### config.mk
export PLATFORM = sky130hd
export DESIGN_NAME = if_fetch_stage_flat
export DESIGN_NICKNAME = d
export VERILOG_FILES = /design/src/rtl/if_fetch_stage_pkg.sv /design/src/rtl/if_fetch_stage_if.sv /design/src/rtl/if_fetch_stage_fetch_pc_reg.sv /design/src/rtl/if_fetch_stage.sv /design/src/flat_wrapper.sv
export SDC_FILE = /design/constraint.sdc
export NUM_CORES = 1
export LEC_CHECK = 0
export BUFFER_PORTS_ARGS = -buffer_cell sky130_fd_sc_hd__buf_4
export CAP_MARGIN = 15
export CORE_MARGIN = 5
export CORE_UTILIZATION = 46
export DETAILED_ROUTE_END_ITERATION = 10
export GPL_TIMING_DRIVEN = 0
export PLACE_DENSITY_LB_ADDON = 0.2
export SKIP_CTS_REPAIR_TIMING = 1
export SLEW_MARGIN = 20
export SYNTH_ARGS = -nofsm -noshare
export SYNTH_HDL_FRONTEND = slang
export SYNTH_HIERARCHICAL = 1
export SYNTH_SLANG_ARGS = --single-unit
### constraint.sdc
create_clock -name clk -period 4.85 [get_ports clk]
set_input_delay 0.485 -clock clk [delete_from_list [all_inputs] [get_ports clk]]
set_output_delay 0.485 -clock clk [all_outputs]
set_load 0.05 [all_outputs]
### src/rtl/if_fetch_stage_pkg.sv
// Shared types and constants for the instruction-fetch stage.
// Optional feature macro used by this slice: FETCH_PERF_CNT_EN (see if_fetch_stage.sv).
package if_fetch_stage_pkg;

    localparam int unsigned INSTR_W  = 32;
    localparam logic [31:0] PC_INC   = 32'd4;
    localparam logic [31:0] NOP_WORD = 32'h0000_0000;

    typedef enum logic [1:0] {
        S_IDLE  = 2'd0,
        S_FETCH = 2'd1,
        S_HOLD  = 2'd2,
        S_DRAIN = 2'd3
    } fetch_state_e;

    // Instruction addresses are always word aligned; the low two bits are dropped.
    function automatic logic [31:0] align_pc(input logic [31:0] addr);
        return {addr[31:2], 2'b00};
    endfunction

endpackage

### src/rtl/if_fetch_stage_if.sv
// Instruction-memory request/response bus between the fetch stage and imem.
// master = fetch stage (issues requests), slave = memory (returns words).
interface if_fetch_stage_if;
    import if_fetch_stage_pkg::*;

    logic               imem_req;
    logic [INSTR_W-1:0] imem_addr;
    logic               imem_ready;
    logic [INSTR_W-1:0] imem_rdata;

    modport master (
        output imem_req,
        output imem_addr,
        input  imem_ready,
        input  imem_rdata
    );

    modport slave (
        input  imem_req,
        input  imem_addr,
        output imem_ready,
        output imem_rdata
    );

endinterface

### src/rtl/if_fetch_stage_fetch_pc_reg.sv
// PC and request-address registers for the fetch stage.
// pc is the architectural next-fetch target; req_addr is the address on the
// memory bus and may lag pc while a stale request is being drained.
module fetch_pc_reg
    import if_fetch_stage_pkg::*;
#(
    parameter logic [31:0] RESET_PC = 32'h0000_0000
) (
    input  logic        clk,
    input  logic        rst,
    input  logic        adv_en,          // pc, req_addr <= req_addr + 4
    input  logic        req_from_pc_en,  // req_addr <= pc (end of drain)
    input  logic        redir_pc_en,     // pc <= aligned redirect target
    input  logic        redir_req_en,    // req_addr <= aligned redirect target
    input  logic [31:0] redirect_pc,
    output logic [31:0] req_addr,
    output logic [31:0] next_addr
);

    logic [31:0] pc_q, pc_d;
    logic [31:0] req_addr_q, req_addr_d;
    logic [31:0] target;

    assign target    = align_pc(redirect_pc);
    assign next_addr = req_addr_q + PC_INC;
    assign req_addr  = req_addr_q;

    // Next-value selection; redirect is applied last so it overrides advancing.
    always_comb begin
        pc_d       = pc_q;
        req_addr_d = req_addr_q;
        if (adv_en) begin
            pc_d       = next_addr;
            req_addr_d = next_addr;
        end
        if (req_from_pc_en) begin
            req_addr_d = pc_q;
        end
        if (redir_pc_en) begin
            pc_d = target;
        end
        if (redir_req_en) begin
            req_addr_d = target;
        end
    end

    // Address registers with synchronous reset to the boot PC.
    always_ff @(posedge clk) begin
        if (rst) begin
            pc_q       <= RESET_PC;
            req_addr_q <= RESET_PC;
        end else begin
            pc_q       <= pc_d;
            req_addr_q <= req_addr_d;
        end
    end

endmodule

### src/rtl/if_fetch_stage.sv
// Instruction-fetch stage: owns the PC, talks to a variable-latency imem and
// presents a registered instruction/PC+4/valid triple to IF/ID.
// Optional macro FETCH_PERF_CNT_EN adds fetch_count/bubble_count outputs.
module if_fetch_stage #(
    parameter logic [31:0] RESET_PC = 32'h0000_0000,
    parameter logic [31:0] NOP_WORD = if_fetch_stage_pkg::NOP_WORD
) (
    input  logic                   clk,
    input  logic                   rst,
    input  logic                   stall,
    input  logic                   redirect,
    input  logic [31:0]            redirect_pc,
    if_fetch_stage_if.master       imem,
    output logic [31:0]            Instruction_out,
    output logic [31:0]            PC_4_out,
    output logic                   inst_valid
`ifdef FETCH_PERF_CNT_EN
    ,
    output logic [31:0]            fetch_count,
    output logic [31:0]            bubble_count
`endif
);
    import if_fetch_stage_pkg::*;

    fetch_state_e       state_q, state_d;
    logic [INSTR_W-1:0] instr_q, instr_d;
    logic [31:0]        pc4_q, pc4_d;
    logic               vld_q, vld_d;
    logic               req_q, req_d;
    logic [INSTR_W-1:0] buf_instr_q, buf_instr_d;
    logic [31:0]        buf_pc4_q, buf_pc4_d;

    logic        adv_en, req_from_pc_en, redir_pc_en, redir_req_en;
    logic        load_one, load_zero;
    logic [31:0] req_addr, next_addr;

    fetch_pc_reg #(
        .RESET_PC (RESET_PC)
    ) u_pc_reg (
        .clk            (clk),
        .rst            (rst),
        .adv_en         (adv_en),
        .req_from_pc_en (req_from_pc_en),
        .redir_pc_en    (redir_pc_en),
        .redir_req_en   (redir_req_en),
        .redirect_pc    (redirect_pc),
        .req_addr       (req_addr),
        .next_addr      (next_addr)
    );

    assign imem.imem_req   = req_q;
    assign imem.imem_addr  = req_addr;
    assign Instruction_out = instr_q;
    assign PC_4_out        = pc4_q;
    assign inst_valid      = vld_q;

    // FSM next-state, output-register and PC-control decode.
    always_comb begin
        state_d        = state_q;
        instr_d        = instr_q;
        pc4_d          = pc4_q;
        vld_d          = vld_q;
        buf_instr_d    = buf_instr_q;
        buf_pc4_d      = buf_pc4_q;
        adv_en         = 1'b0;
        req_from_pc_en = 1'b0;
        redir_pc_en    = 1'b0;
        redir_req_en   = 1'b0;
        load_one       = 1'b0;
        load_zero      = 1'b0;

        case (state_q)
            S_IDLE: begin
                state_d = S_FETCH;
                if (redirect) begin
                    redir_pc_en  = 1'b1;
                    redir_req_en = 1'b1;
                end
            end
            S_FETCH: begin
                if (redirect) begin
                    // A same-cycle response is dropped; otherwise the old request
                    // must still complete on the bus before the new address goes out.
                    load_zero   = 1'b1;
                    redir_pc_en = 1'b1;
                    if (imem.imem_ready) begin
                        redir_req_en = 1'b1;
                    end else begin
                        state_d = S_DRAIN;
                    end
                end else if (imem.imem_ready) begin
                    adv_en = 1'b1;
                    if (stall) begin
                        // Memory completed but IF/ID is full: park the word.
                        buf_instr_d = imem.imem_rdata;
                        buf_pc4_d   = next_addr;
                        state_d     = S_HOLD;
                    end else begin
                        load_one = 1'b1;
                        instr_d  = imem.imem_rdata;
                        pc4_d    = next_addr;
                    end
                end else if (!stall) begin
                    load_zero = 1'b1;
                end
            end
            S_HOLD: begin
                if (redirect) begin
                    load_zero    = 1'b1;
                    redir_pc_en  = 1'b1;
                    redir_req_en = 1'b1;
                    state_d      = S_FETCH;
                end else if (!stall) begin
                    load_one = 1'b1;
                    instr_d  = buf_instr_q;
                    pc4_d    = buf_pc4_q;
                    state_d  = S_FETCH;
                end
            end
            S_DRAIN: begin
                if (redirect) begin
                    load_zero   = 1'b1;
                    redir_pc_en = 1'b1;
                end else if (!stall) begin
                    load_zero = 1'b1;
                end
                if (imem.imem_ready) begin
                    // Stale response is discarded; restart at the latest target.
                    state_d = S_FETCH;
                    if (redirect) begin
                        redir_req_en = 1'b1;
                    end else begin
                        req_from_pc_en = 1'b1;
                    end
                end
            end
            default: begin
                state_d = S_IDLE;
            end
        endcase

        if (load_zero) begin
            vld_d   = 1'b0;
            instr_d = NOP_WORD;
        end
        if (load_one) begin
            vld_d = 1'b1;
        end
        req_d = (state_d == S_FETCH) || (state_d == S_DRAIN);
    end

    // State and IF/ID output registers.
    always_ff @(posedge clk) begin
        if (rst) begin
            state_q     <= S_IDLE;
            instr_q     <= NOP_WORD;
            pc4_q       <= '0;
            vld_q       <= 1'b0;
            req_q       <= 1'b0;
            buf_instr_q <= NOP_WORD;
            buf_pc4_q   <= '0;
        end else begin
            state_q     <= state_d;
            instr_q     <= instr_d;
            pc4_q       <= pc4_d;
            vld_q       <= vld_d;
            req_q       <= req_d;
            buf_instr_q <= buf_instr_d;
            buf_pc4_q   <= buf_pc4_d;
        end
    end

`ifdef FETCH_PERF_CNT_EN
    logic [31:0] fetch_cnt_q, fetch_cnt_d;
    logic [31:0] bubble_cnt_q, bubble_cnt_d;

    // Counter increments: real instructions loaded, and bubbles loaded while not stalled.
    always_comb begin
        fetch_cnt_d  = fetch_cnt_q + {31'd0, load_one};
        bubble_cnt_d = bubble_cnt_q + {31'd0, (load_zero && !stall)};
    end

    // Wrapping performance counters.
    always_ff @(posedge clk) begin
        if (rst) begin
            fetch_cnt_q  <= '0;
            bubble_cnt_q <= '0;
        end else begin
            fetch_cnt_q  <= fetch_cnt_d;
            bubble_cnt_q <= bubble_cnt_d;
        end
    end

    assign fetch_count  = fetch_cnt_q;
    assign bubble_count = bubble_cnt_q;
`endif

endmodule
### src/flat_wrapper.sv
// flat-port wrapper written by rule: the top's interface ports become plain ports
module if_fetch_stage_flat import if_fetch_stage_pkg::*;
#(
    parameter logic [31:0] RESET_PC = 32'h0000_0000,
    parameter logic [31:0] NOP_WORD = if_fetch_stage_pkg::NOP_WORD
)
  (clk, rst, stall, redirect, redirect_pc, Instruction_out, PC_4_out, inst_valid, imem_imem_req, imem_imem_addr, imem_imem_ready, imem_imem_rdata);
  if_fetch_stage_if imem_i ();
  input  logic clk;
  input  logic rst;
  input  logic stall;
  input  logic redirect;
  input  logic [31:0] redirect_pc;
  output logic [31:0] Instruction_out;
  output logic [31:0] PC_4_out;
  output logic inst_valid;
  output wire logic [$bits(imem_i.imem_req)-1:0] imem_imem_req;
  output wire logic [$bits(imem_i.imem_addr)-1:0] imem_imem_addr;
  input wire logic [$bits(imem_i.imem_ready)-1:0] imem_imem_ready;
  input wire logic [$bits(imem_i.imem_rdata)-1:0] imem_imem_rdata;
  assign imem_imem_req = imem_i.imem_req;
  assign imem_imem_addr = imem_i.imem_addr;
  assign imem_i.imem_ready = imem_imem_ready;
  assign imem_i.imem_rdata = imem_imem_rdata;
  if_fetch_stage #(.RESET_PC(RESET_PC), .NOP_WORD(NOP_WORD)) u_core (.clk(clk), .rst(rst), .stall(stall), .redirect(redirect), .redirect_pc(redirect_pc), .imem(imem_i), .Instruction_out(Instruction_out), .PC_4_out(PC_4_out), .inst_valid(inst_valid));
endmodule
After elaboration in Yosys (flattened, before gate mapping)
Cells that the tools add are included.
- flip-flop bits (word level): 196
- input bits: 69
- output and inout port bits: 98
- word-level logic and storage cells: 84
- $add $sub $neg: 1
- equality and inequality tests: 10
- multiplexer cells: 47
- bitwise operators: 1
- reductions and logical operators: 14
- operators with widths (cell ; number):
    32-bit 2-to-1 mux ; 15
    32-bit case mux with 2 select lines ; 2
    32-bit by 3-bit adder with 32-bit output, second input constant ; 1
    1-bit 2-to-1 mux ; 19
    2-bit 2-to-1 mux ; 7
    2-bit != test, second input constant ; 5
    2-bit case mux with 4 select lines ; 1
    2-bit nonzero test ; 4
    2-bit OR reduction ; 4
    2-bit == test, second input constant ; 3
    1-bit case mux with 3 select lines ; 2
    6-bit AND reduction ; 1
    2-bit by 1-bit == test with 1-bit output, second input constant ; 2
    4-bit AND reduction ; 1
    4-bit OR reduction ; 1
    3-bit nonzero test ; 1
    2-bit zero test ; 1
    1-bit case mux with 2 select lines ; 1
    1-bit logical OR ; 1
    1-bit NOT ; 1

Longest topological paths before layout
- depth after elaboration: 6
- depth in mapped cells: 12
- depth with buffers taken out: 8

Modules after synthesis
The synthesis kept the hierarchy.
- modules (own cells, without submodules) (module ; instances ; cells each ; area an instance (um^2) ; seq. area each (um^2)):
    if_fetch_stage ; 1 ; 604 ; 5386.4 ; 2642.5
    fetch_pc_reg ; 1 ; 531 ; 3951.3 ; 1281.2

Worst setup path after synthesis
Ideal clock, no wire load.
- path kind: register -> register
- from: register u_core.u_pc_reg.req_addr_q[2] (netlist: u_core/u_pc_reg/req_addr[2])
- to: register u_core.pc4_q[26] (netlist: u_core/PC_4_out[26])
- setup time: 0.086 ns
- arrival: 2.480 ns
- required time: 4.764 ns
- path slack: 2.285 ns
- cell stages (with the launch flop): 8
- buffers on the path: 0
- clock period less this slack: 2.565 ns
- path through: dfxtp_1 ha_1 nand4_1 nor3_1 nand4_1 xnor2_1 mux2i_1 a211oi_1
- longest elaborated chain between the ends: 5
- ends and longest elaborated chain (element ; line ; text):
    start, declared ; if_fetch_stage_fetch_pc_reg.sv:21 ; logic [31:0] req_addr_q, req_addr_d;
    start signal, assigned ; if_fetch_stage_fetch_pc_reg.sv:54 ; req_addr_q <= req_addr_d;
    32-bit by 3-bit adder with 32-bit output ; if_fetch_stage_fetch_pc_reg.sv:25 ; assign next_addr = req_addr_q + PC_INC;
    net u_core.next_addr[26] ; if_fetch_stage.sv:35 ; logic [31:0] req_addr, next_addr;
    32-bit 2-to-1 mux ; if_fetch_stage.sv:93 ; if (stall) begin
    32-bit 2-to-1 mux ; if_fetch_stage.sv:91 ; end else if (imem.imem_ready) begin
    32-bit 2-to-1 mux ; if_fetch_stage.sv:81 ; if (redirect) begin
    32-bit case mux with 2 select lines ; if_fetch_stage.sv:72 ; case (state_q)
    end signal, assigned ; if_fetch_stage.sv:165 ; pc4_q <= pc4_d;
    end, declared ; if_fetch_stage.sv:27 ; logic [31:0] pc4_q, pc4_d;
The timed path passes the listed nets, and every way through them passes these cells. The select of a mux whose other input is x is not followed.
A chain may end at the register's enable or synchronous reset.

Worst setup path in the final report
- from: register u_core.state_q[0]
- to: register u_core.u_pc_reg.req_addr_q[31] (netlist: u_core/u_pc_reg/req_addr[31])
- longest elaborated chain between the ends: 4
- elaborated cells on any way between the ends: 11
- classes of those cells: eq/ne (3); mux (5); reduce/logical (3)
- ends and longest elaborated chain (element ; line ; text):
    start, declared ; if_fetch_stage.sv:25 ; fetch_state_e state_q, state_d;
    start signal, assigned ; if_fetch_stage.sv:163 ; state_q <= state_d;
    2-bit == test / 2-bit zero test (equally long branches) ; if_fetch_stage.sv:72 ;
    2-bit OR reduction (no source line) ; -- ;
    1-bit case mux with 3 select lines * ; if_fetch_stage.sv:72 ;
    net u_core.redir_req_en ; if_fetch_stage.sv:33 ; logic adv_en, req_from_pc_en, redir_pc_en, redir_req_en;
    3-bit nonzero test (no source line) / 32-bit 2-to-1 mux (equally long branches) ; -- ;
Mark *: on every way through the listed nets, which the timed path passes. The rest lies on a longest branch.

==> metrics <==
Net Count, Synth=1209; First-pass DRT Iterations=6; Least-Margin Pin Slew=0.9569 ns; GR Overflow Total=0; routed wire length=29.17 mm; first-pass GRT wire length=45.37 mm; I/O Pins=167; synthesized cell area=9338 µm²; Async SR Flop Fraction=0%; Die Wd=152.5 µm; max cap viols=0; setup ws final=1.396 ns; First DRT Iteration DRCs=1072; non-filler cells, final=1600; Fin Setup TNS=0 ns; Port Buffers=163; final-stage net count=1391; status=finished clean; wire per inst=18.23 µm; VDD IR max=0.2089 mV; crit share post-route=71.23%; CP Max Fanout=10; Rows=52; vias in the first global route=8364; Core ar.=20100 µm²; CP Data Required Time=5.15 ns; Synth Area per Inst=8.227 µm²; top-count cell post-synth=dfxtp_1; maximum buffer depth of the clock tree=2; CTS Buf Count=17; Die Y=152.5 µm; DR top layer=met4; Final Setup Violations=0; Final Cell Area=11510 µm²; drt drc=0; GRT Total Usage=24.14%; H-tree depth reported by CTS=4; WL met1=12.88 mm; initial antenna violation count=0; TritonCTS sink count=196; RSZ-0062 raised after global routing=false; min cycle time layout=3.454 ns; Clock transition at path regs=0.08 ns; pre-CTS setup slack=1.504 ns; ys flop type=dfxtp_1; CTS Root Cell=clkbuf_16; Worst setup SP type=register; layout cells sized above 1=20.08%; Final Wtd Congestion=0.9385; register bit total from synthesis=196; Hold Crit Class=input pin to register; Final Hold Vio Count=0; static leakage=4.267 nW; CTS tree=yes; die footprint=23250 µm²; worst rel slew slack=35.62%; Arr. time, crit path=3.76 ns; number of flops mapped to enable cells by yosys=0; Synth Warn #=6; PwrDens=327.6 nW/µm²; Synth top cells by count=196 x dfxtp_1, 167 x nand2_1, 134 x a21oi_1, 133 x nor2_1, 77 x mux2i_1; Setup CP Type=register to register; Synth area leader=dfxtp_1; Final Max Slew Viols=0; DP HPWL=21.08 mm; Synth cell types=61; Critical Path End Type=register; total length of routed met2 wires=12.76 mm; sequential share of the synthesized area=42.02%; placed cells=1568; area delta synth->final=23.22%; Post-Synthesis Cells=1135; Initial Utilization=46.45%; Antenna diodes=0; Synth top area share=42.02%; vias per std cell=5.620; WL met3=2.447 mm; Fmax=0.2895 GHz; Routed Antenna Nets=0; Setup Skew=0.01130 ns; pin count of the biggest net entering global routing=22; Placed Area=10900 µm²; via count=8992; synth top area cells=dfxtp_1 42%, mux2i_1 8.3%, a21oi_1 7.2%, nand2_1 6.7%, a211oi_1 5.6%; Worst-Skew Late Latency=0.44 ns; worst hold slack=0.2812 ns
==> cells in the final DEF (no fill, tap or decap), drive strengths merged, types with 8 or more instances in the layout <==
cell / Yosys / final
nor4: 13 / 13
o21ai: 16 / 16
nand4: 11 / 11
inv: 27 / 37
dfxtp: 196 / 196
a221oi: 12 / 12
nor2b: 8 / 8
nor2: 133 / 133
nor3b: 18 / 18
a21oi: 135 / 135
nor3: 27 / 27
nand3: 24 / 24
buf: 58 / 221
a31o: 9 / 9
clkbuf: 36 / 53
nand2: 167 / 167
xnor2: 17 / 17
mux2i: 77 / 77
xor2: 18 / 18
a211oi: 71 / 71
==> sequential cells by signal, summed over array words and instances, names as in the netlist, named ones only <==
name,cells
u_core/inst_valid,1
u_core/PC_4_out,32
u_core/Instruction_out,32
u_core/u_pc_reg/req_addr,30
u_core/imem.imem_req,1
u_core/state_q,2
u_core/buf_pc4_q,32
u_core/buf_instr_q,32
u_core/u_pc_reg/pc_q,32
==> power by group <==
part | switching, mW | internal (mW) | leakage, nW
Combinational | 0.397 | 0.205 | 2.38
Sequential | 0.0533 | 1.67 | 1.59
Clock | 0.739 | 0.707 | 0.290
==> per-layer routing <==
metal	GRT usage [%]	vias to the layer above
met5	0	-
met4	10.14	0
met3	5.055	80
met2	36.26	439
met1	33.79	4139
li1	-	4334
==> worst max-delay path, cell delays in order, from the launching register on <==
cell	delay (ns)
dfxtp_1	0.40
inv_1	0.10
ha_1	0.19
buf_2	0.16
buf_4	0.19
buf_2	0.23
o31a_1	0.43
clkbuf_1	0.33
nor2_1	0.58
nand2_1	0.36
o21ai_0	0.25
a211oi_1	0.07
==> area by class of cell <==
class,instances,area (µm²)
fillers,1897,8598
multi-input cells,818,4832
flip-flops and latches,196,3924
repair buffers,163,1224
plain buffers,94,480.5
clock buffers,17,425.4
well taps,270,337.8
clock inverters,15,181.4
inverters,27,101.3
==> worst paths after layout <==
check                                    from                                         to  slack [ns]  cells after the start
max              u_core/state_q[0]$_SDFF_PP0_  u_core/u_pc_reg/req_addr[31]$_SDFFE_PP0P_        1.40                     11
max reg2reg      u_core/state_q[0]$_SDFF_PP0_  u_core/u_pc_reg/req_addr[31]$_SDFFE_PP0P_        1.40                     11
min                           redirect_pc[16]  u_core/u_pc_reg/req_addr[16]$_SDFFE_PP0P_        0.28                      3
min reg2reg  u_core/buf_pc4_q[9]$_SDFFE_PP0P_           u_core/buf_pc4_q[9]$_SDFFE_PP0P_        0.45                      2
==> kinds of logic after synthesis <==
| logic type | synth area share [%] |
|---|---|
| simple gates | 20.29 |
| compound gates | 19.26 |
| mux | 8.254 |
| xor+xnor | 3.283 |
| buf+inv | 6.231 |
| flops | 42.02 |
| fa+ha+maj | 0.6700 |
==> metrics by stage <==
| stage | util (%) | total power [mW] |
|---|---|---|
| 6_report | 57.23 | 3.770 |
| 5_1_grt | 57.23 | 3.912 |
| 4_1_cts | 57.23 | 3.791 |
| 3_5_place_dp | 54.21 | 2.350 |
| 3_3_place_gp | 54.21 | 2.345 |
| 2_1_floorplan | - | 2.133 |
Power figures use the tool's default switching activity.
